### src/rtl/input_vc_buffer.sv
// ============================================================================
// Module   : input_vc_buffer
// Purpose  : Per-VC input flit FIFO with route / VC-alloc / switch-alloc
//            state machine, registered flit output and credit return.
// Revision : 1.0 - initial release
// ============================================================================
`default_nettype none

package input_vc_buffer_pkg;
  typedef enum logic [2:0] {
    LOCAL = 3'd0,
    NORTH = 3'd1,
    SOUTH = 3'd2,
    EAST  = 3'd3,
    WEST  = 3'd4
  } port_t;
endpackage

module input_vc_buffer
  import input_vc_buffer_pkg::*;
#(
  parameter int BUFFER_SIZE      = 8,
  parameter int FLIT_W           = 32,
  parameter int DEST_ADDR_SIZE_X = 4,
  parameter int DEST_ADDR_SIZE_Y = 4,
  parameter int VC_ID_W          = 2
) (
  input  logic                        clk,
  input  logic                        rst,
  input  logic [FLIT_W-1:0]           flit_i,
  input  logic                        valid_i,
  output logic [DEST_ADDR_SIZE_X-1:0] x_dest_o,
  output logic [DEST_ADDR_SIZE_Y-1:0] y_dest_o,
  input  port_t                       out_port_i,
  output logic                        va_request_o,
  output port_t                       out_port_o,
  input  logic                        va_grant_i,
  input  logic [VC_ID_W-1:0]          vc_id_i,
  output logic [VC_ID_W-1:0]          vc_id_o,
  output logic                        sa_request_o,
  input  logic                        sa_grant_i,
  output logic [FLIT_W-1:0]           flit_o,
  output logic                        flit_valid_o,
  output logic                        credit_o,
  output logic                        full_o,
  output logic                        empty_o,
  output logic                        error_o
);

  localparam int PTR_W = $clog2(BUFFER_SIZE);
  localparam logic [PTR_W:0] CNT_FULL = (PTR_W+1)'(BUFFER_SIZE);
  localparam logic [PTR_W:0] CNT_ONE  = (PTR_W+1)'(1);
  localparam logic [PTR_W-1:0] PTR_ONE = PTR_W'(1);

  localparam logic [1:0] TYPE_HEAD     = 2'b00;
  localparam logic [1:0] TYPE_TAIL     = 2'b10;
  localparam logic [1:0] TYPE_HEADTAIL = 2'b11;

  localparam logic [1:0] S_IDLE    = 2'd0;
  localparam logic [1:0] S_WAIT_VA = 2'd1;
  localparam logic [1:0] S_ACTIVE  = 2'd2;

  logic [FLIT_W-1:0]  mem_q [BUFFER_SIZE];
  logic [PTR_W-1:0]   rd_ptr_q, wr_ptr_q;
  logic [PTR_W:0]     count_q, count_d;
  logic [1:0]         state_q, state_d;
  logic               error_q, error_d;
  port_t              out_port_q;
  logic [VC_ID_W-1:0] vc_id_q;
  logic [FLIT_W-1:0]  flit_q;
  logic               flit_valid_q;
  logic               credit_q;

  logic [FLIT_W-1:0]  head;
  logic [1:0]         head_type;
  logic               head_starts, head_ends;
  logic               pop, push, drop, route, bad_head;

  assign head        = mem_q[rd_ptr_q];
  assign head_type   = head[FLIT_W-1:FLIT_W-2];
  assign head_starts = (head_type == TYPE_HEAD) || (head_type == TYPE_HEADTAIL);
  assign head_ends   = (head_type == TYPE_TAIL) || (head_type == TYPE_HEADTAIL);

  assign x_dest_o = head[FLIT_W-3 -: DEST_ADDR_SIZE_X];
  assign y_dest_o = head[FLIT_W-3-DEST_ADDR_SIZE_X -: DEST_ADDR_SIZE_Y];

  assign empty_o = (count_q == '0);
  assign full_o  = (count_q == CNT_FULL);

  // A pop frees a slot in the same cycle, so a full FIFO can still accept.
  assign pop      = sa_grant_i && (state_q == S_ACTIVE) && !empty_o;
  assign push     = valid_i && (!full_o || pop);
  assign drop     = valid_i && full_o && !pop;
  assign route    = (state_q == S_IDLE) && !empty_o && head_starts;
  assign bad_head = (state_q == S_IDLE) && !empty_o && !head_starts;
  assign error_d  = error_q || drop || bad_head;

  assign out_port_o   = out_port_q;
  assign vc_id_o      = vc_id_q;
  assign flit_o       = flit_q;
  assign flit_valid_o = flit_valid_q;
  assign credit_o     = credit_q;
  assign error_o      = error_q;

  // Occupancy next value; simultaneous push and pop cancel out.
  always_comb begin
    count_d = count_q;
    case ({push, pop})
      2'b10:   count_d = count_q + CNT_ONE;
      2'b01:   count_d = count_q - CNT_ONE;
      default: count_d = count_q;
    endcase
  end

  // Flit storage; contents need no reset since the pointers define validity.
  always_ff @(posedge clk) begin
    if (push) mem_q[wr_ptr_q] <= flit_i;
  end

  // FIFO pointers, occupancy and sticky error.
  always_ff @(posedge clk or posedge rst) begin
    if (rst) begin
      rd_ptr_q <= '0;
      wr_ptr_q <= '0;
      count_q  <= '0;
      error_q  <= 1'b0;
    end else begin
      if (push) wr_ptr_q <= wr_ptr_q + PTR_ONE;
      if (pop)  rd_ptr_q <= rd_ptr_q + PTR_ONE;
      count_q <= count_d;
      error_q <= error_d;
    end
  end

  // State register.
  always_ff @(posedge clk or posedge rst) begin
    if (rst) state_q <= S_IDLE;
    else     state_q <= state_d;
  end

  // Next-state logic: route a head, wait for a VC, then stream until the tail.
  always_comb begin
    state_d = state_q;
    case (state_q)
      S_IDLE:    if (route) state_d = S_WAIT_VA;
      S_WAIT_VA: if (va_grant_i) state_d = S_ACTIVE;
      S_ACTIVE:  if (pop && head_ends) state_d = S_IDLE;
      default:   state_d = S_IDLE;
    endcase
  end

  // Allocation requests decoded from the current state.
  always_comb begin
    va_request_o = 1'b0;
    sa_request_o = 1'b0;
    case (state_q)
      S_WAIT_VA: va_request_o = 1'b1;
      S_ACTIVE:  sa_request_o = !empty_o;
      default: begin
        va_request_o = 1'b0;
        sa_request_o = 1'b0;
      end
    endcase
  end

  // Per-packet latches and the registered crossbar output with its credit.
  always_ff @(posedge clk or posedge rst) begin
    if (rst) begin
      out_port_q   <= LOCAL;
      vc_id_q      <= '0;
      flit_q       <= '0;
      flit_valid_q <= 1'b0;
      credit_q     <= 1'b0;
    end else begin
      if (route) out_port_q <= out_port_i;
      if ((state_q == S_WAIT_VA) && va_grant_i) vc_id_q <= vc_id_i;
      if (pop) flit_q <= head;
      flit_valid_q <= pop;
      credit_q     <= pop;
    end
  end

endmodule

`default_nettype wire

### config.mk
export PLATFORM = sky130hd
export DESIGN_NAME = input_vc_buffer
export DESIGN_NICKNAME = d
export VERILOG_FILES = /design/src/rtl/input_vc_buffer.sv
export SDC_FILE = /design/constraint.sdc
export NUM_CORES = 1
export LEC_CHECK = 0
export CORE_ASPECT_RATIO = 0.6
export CORE_UTILIZATION = 27
export CTS_CLUSTER_DIAMETER = 50
export CTS_CLUSTER_SIZE = 8
export DETAILED_ROUTE_END_ITERATION = 8
export GPL_ROUTABILITY_DRIVEN = 0
export MAX_ROUTING_LAYER = met4
export PLACE_DENSITY = 0.53
export SLEW_MARGIN = 20
export SYNTH_ARGS = -nofsm -noshare
export SYNTH_HDL_FRONTEND = slang
export SYNTH_SLANG_ARGS = --single-unit
### constraint.sdc
create_clock -name clk -period 8.2 [get_ports clk]
set_input_delay 1.64 -clock clk [delete_from_list [all_inputs] [get_ports clk]]
set_output_delay 1.64 -clock clk [all_outputs]
set_load 0.02 [all_outputs]
==> results_tabular.tex <==
\begin{tabular}{lr}
\hline
Metric & Value \\
\hline
\multicolumn{2}{l}{\textbf{Pwr}} \\
Worst voltage drop across the vdd grid & 0.169 mV \\
Static leakage power & 0.00488 uW \\
Power density over the cells & 375 nW/um\^{}2 \\
\multicolumn{2}{l}{\textbf{Cells and area}} \\
Most frequent cells in the layout & edfxtp\_1 (256), clkdlybuf4s50\_1 (93), mux4\_2 (58), dfrtp\_1 (48), clkbuf\_16 (45) \\
Share of post-route cells with drive strength above 1 & 22.3\% \\
Area overhead of the layout relative to synthesis & 24.6\% \\
Most common cell after layout, fill and taps aside & edfxtp\_1 \\
Number of filler instances in the final layout & 4008 \\
Final std cells w/o fill & 1288 \\
Area of all placed cells without fillers & 14700 um\^{}2 \\
Final net count & 732 \\
\multicolumn{2}{l}{\textbf{Timing}} \\
Minimum clock period after layout & 4.72 ns \\
Transition time of the tightest slew-check pin & 0.939 ns \\
Number of hold-slack violations in the final timing report & 0 \\
Count of endpoints failing setup in the final report & 0 \\
Unrepaired setup endpoints after global routing & false \\
Relative slew slack & 37.4\% \\
Maximum achievable frequency & 0.212 GHz \\
Total negative slack for setup checks & 0 ns \\
Fraction of the cycle the final worst path needs & 57.5\% \\
Worst setup skew after layout & 0.0155 ns \\
Number of slew-limit violations in the final report & 0 \\
\multicolumn{2}{l}{\textbf{Clocking}} \\
Clock tree from TritonCTS & yes \\
Clock Pin Slew Worst Setup and Hold Paths & 0.05 ns \\
\# clock sinks & 307 \\
Post\_cts resized & 0 \\
Buffer type at the clock tree root & clkbuf\_16 \\
Cts bufs inserted & 44 \\
Total setup buffers inserted after CTS & 0 \\
Maximum count of clock buffers along a single path & 3 \\
\# hold bufs at CTS & 0 \\
Clock latency of the later-clocked register in the worst-skew pair & 0.53 ns \\
Number of H-tree levels & 2 \\
\multicolumn{2}{l}{\textbf{Die}} \\
Number of top-level design ports & 94 \\
DIE AREA & 44500 um\^{}2 \\
Row cnt & 58 \\
Initial Util & 27.8\% \\
Chip width & 272 um \\
Floorplan Core Area & 42500 um\^{}2 \\
Die height & 164 um \\
\multicolumn{2}{l}{\textbf{Drt}} \\
Number of antenna-violating nets in the routed design & 0 \\
Detail-routed via count per cell & 4.29 \\
Average wire per cell in the routed design & 19.4 um \\
Total DRC errors in the routed layout & 0 \\
Total via count after detailed routing & 5530 \\
Router iterations before antenna repair & 5 \\
Starting DRC count in detailed routing & 505 \\
Final WL & 25000 um \\
\multicolumn{2}{l}{\textbf{Job}} \\
Max capacitance violation total & 0 \\
\multicolumn{2}{l}{\textbf{Hold path}} \\
Worst min path class & flip-flop to flip-flop \\
Number of instances on the worst hold path & 1 \\
Startpoint of the lowest-slack hold path & error\_o \\
\multicolumn{2}{l}{\textbf{Setup path}} \\
Worst Path Max Fanout & 43 \\
Worst setup path category & flip-flop to primary output \\
Logic depth of the worst register-to-register path & 5 \\
Critical Path AT & 3.08 ns \\
Startpoint types & flip-flop \\
Critical Path Sink Type & primary output \\
Worst Setup SP & rd\_ptr\_q[2] \\
CP Data Required Time & 6.56 ns \\
FF-to-FF Start & rd\_ptr\_q[0] \\
\multicolumn{2}{l}{\textbf{Run status}} \\
Result of the run & completed \\
\multicolumn{2}{l}{\textbf{Yosys}} \\
Yosys Warn Count & 0 \\
Async set or reset register ratio after synthesis & 16.6\% \\
Net Count, Synth & 612 \\
EDFF count, synth & 256 \\
Flop and latch count out of synthesis & 307 \\
Instance count of the mapped netlist & 563 \\
Syn\_area\_per\_cell & 20.9 um\^{}2 \\
Prevailing post-synth register cell & edfxtp\_1 \\
Post-synthesis cell area & 11800 um\^{}2 \\
Number of unique standard cell types used by synthesis & 34 \\
Sequential cell area fraction in the yosys report & 76.1\% \\
\multicolumn{2}{l}{\textbf{Place}} \\
Cell area after placement & 13400 um\^{}2 \\
Total half-perimeter wirelength after legalization and detailed placement & 14300 um \\
Input/output buffers & 93 \\
Number of cells in the design after placement & 1207 \\
\multicolumn{2}{l}{\textbf{GRT}} \\
Pin count of the biggest net entering global routing & 64 \\
Via count of the first global-routing pass & 5902 \\
Initial antenna violation count & 1 \\
Overall fraction of global-route tracks in use & 11.9\% \\
First-pass GRT wire length & 38300 um \\
Congestion Overflow GR & 0 \\
\hline
\end{tabular}
## worst max-delay path, cell delays in order (launching register included)
cell and delay (ns):
dfrtp_4 0.63, buf_4 0.60, mux4_2 0.42, mux2_2 0.29, clkdlybuf4s50_1 0.54
## layout make-up
class	count	area (um^2)	area share, %
multi-input cells	219	2660	18.1
clock buffers	77	1260	8.56
inverters	4	15.0	0.102
diodes	1	2.50	0.0170
clock inverters	3	22.5	0.153
well taps	570	713	4.86
repair buffers	107	1040	7.06
flip-flops and latches	307	8970	61.1
## routing by layer
| layer | wire length (um) | track usage, % | vias up |
|---|---|---|---|
| li1 | - | - | 2526 |
| met4 | 446 | 3.45 | 0 |
| met2 | 10700 | 16.6 | 167 |
| met5 | 0 | - | - |
| met1 | 12200 | 17.2 | 2795 |
| met3 | 1740 | 2.81 | 42 |
## flip-flops by register name, summed over array words and instances, names as in the netlist
signal      flops
state_q         2
vc_id_o         2
mem_q         256
error_o         1
flit_o         32
out_port_o      3
wr_ptr_q        3
rd_ptr_q        3
credit_o        1
count_q         4
## path summary, 6_finish.rpt
kind                            endpoint  slack (ns)
hold reg to reg                  error_o        0.48
max in group asynchronous    rd_ptr_q[0]        5.99
setup / recovery             x_dest_o[0]        3.48
hold / removal                   error_o        0.48
setup reg to reg           out_port_o[0]        4.57
min in group asynchronous     state_q[0]        1.65
## cells in the mapped netlist (2+ instances only)
cell type | n | share of area (%)
edfxtp_1 | 256 | 65
mux4_2 | 58 | 11
dfrtp_1 | 51 | 11
nor2_1 | 33 | 1.1
a21oi_1 | 24 | 1.0
mux2_2 | 24 | 2.3
mux2i_1 | 23 | 2.0
buf_2 | 14 | 0.59
nand2_1 | 11 | 0.35
buf_4 | 9 | 0.57
ha_1 | 7 | 0.74
clkbuf_1 | 6 | 0.19
mux4_1 | 6 | 1.3
nand2b_1 | 5 | 0.27
inv_1 | 4 | 0.13
xnor2_1 | 4 | 0.30
xor2_1 | 4 | 0.30
nor3_1 | 3 | 0.13
nor4b_1 | 3 | 0.22
buf_6 | 2 | 0.19
nand3b_1 | 2 | 0.13
nor4_1 | 2 | 0.11
## report_power, final
part           internal, uW  switching, uW
logic                   800            769
clock network          1030            639
registers              2020            246
## kinds of logic after synthesis
| group | synth area share [%] |
|---|---|
| buffers and inverters | 1.88 |
| AOI/OAI and AO/OA | 1.33 |
| muxes | 16.8 |
| and+or+nand+nor | 2.58 |
| xor gates and xnor gates | 0.595 |
| adders and majority gates | 0.743 |
| DFF | 76.1 |
## stage by stage
| step | worst slack (ns) | util [%] | hold slack, ns | total power [uW] |
|---|---|---|---|---|
| 6_report | 3.48 | 34.6 | 0.482 | 5500 |
| 5_1_grt | 3.34 | 34.6 | 0.518 | 5800 |
| 4_1_cts | 3.40 | 34.6 | 0.497 | 5620 |
| 3_5_place_dp | 3.56 | 31.6 | 0.487 | 3920 |
| 3_3_place_gp | 3.58 | 31.6 | 0.488 | 3900 |
| 2_1_floorplan | 3.25 | - | 0.487 | 3320 |
Power figures use the tool's default switching activity.
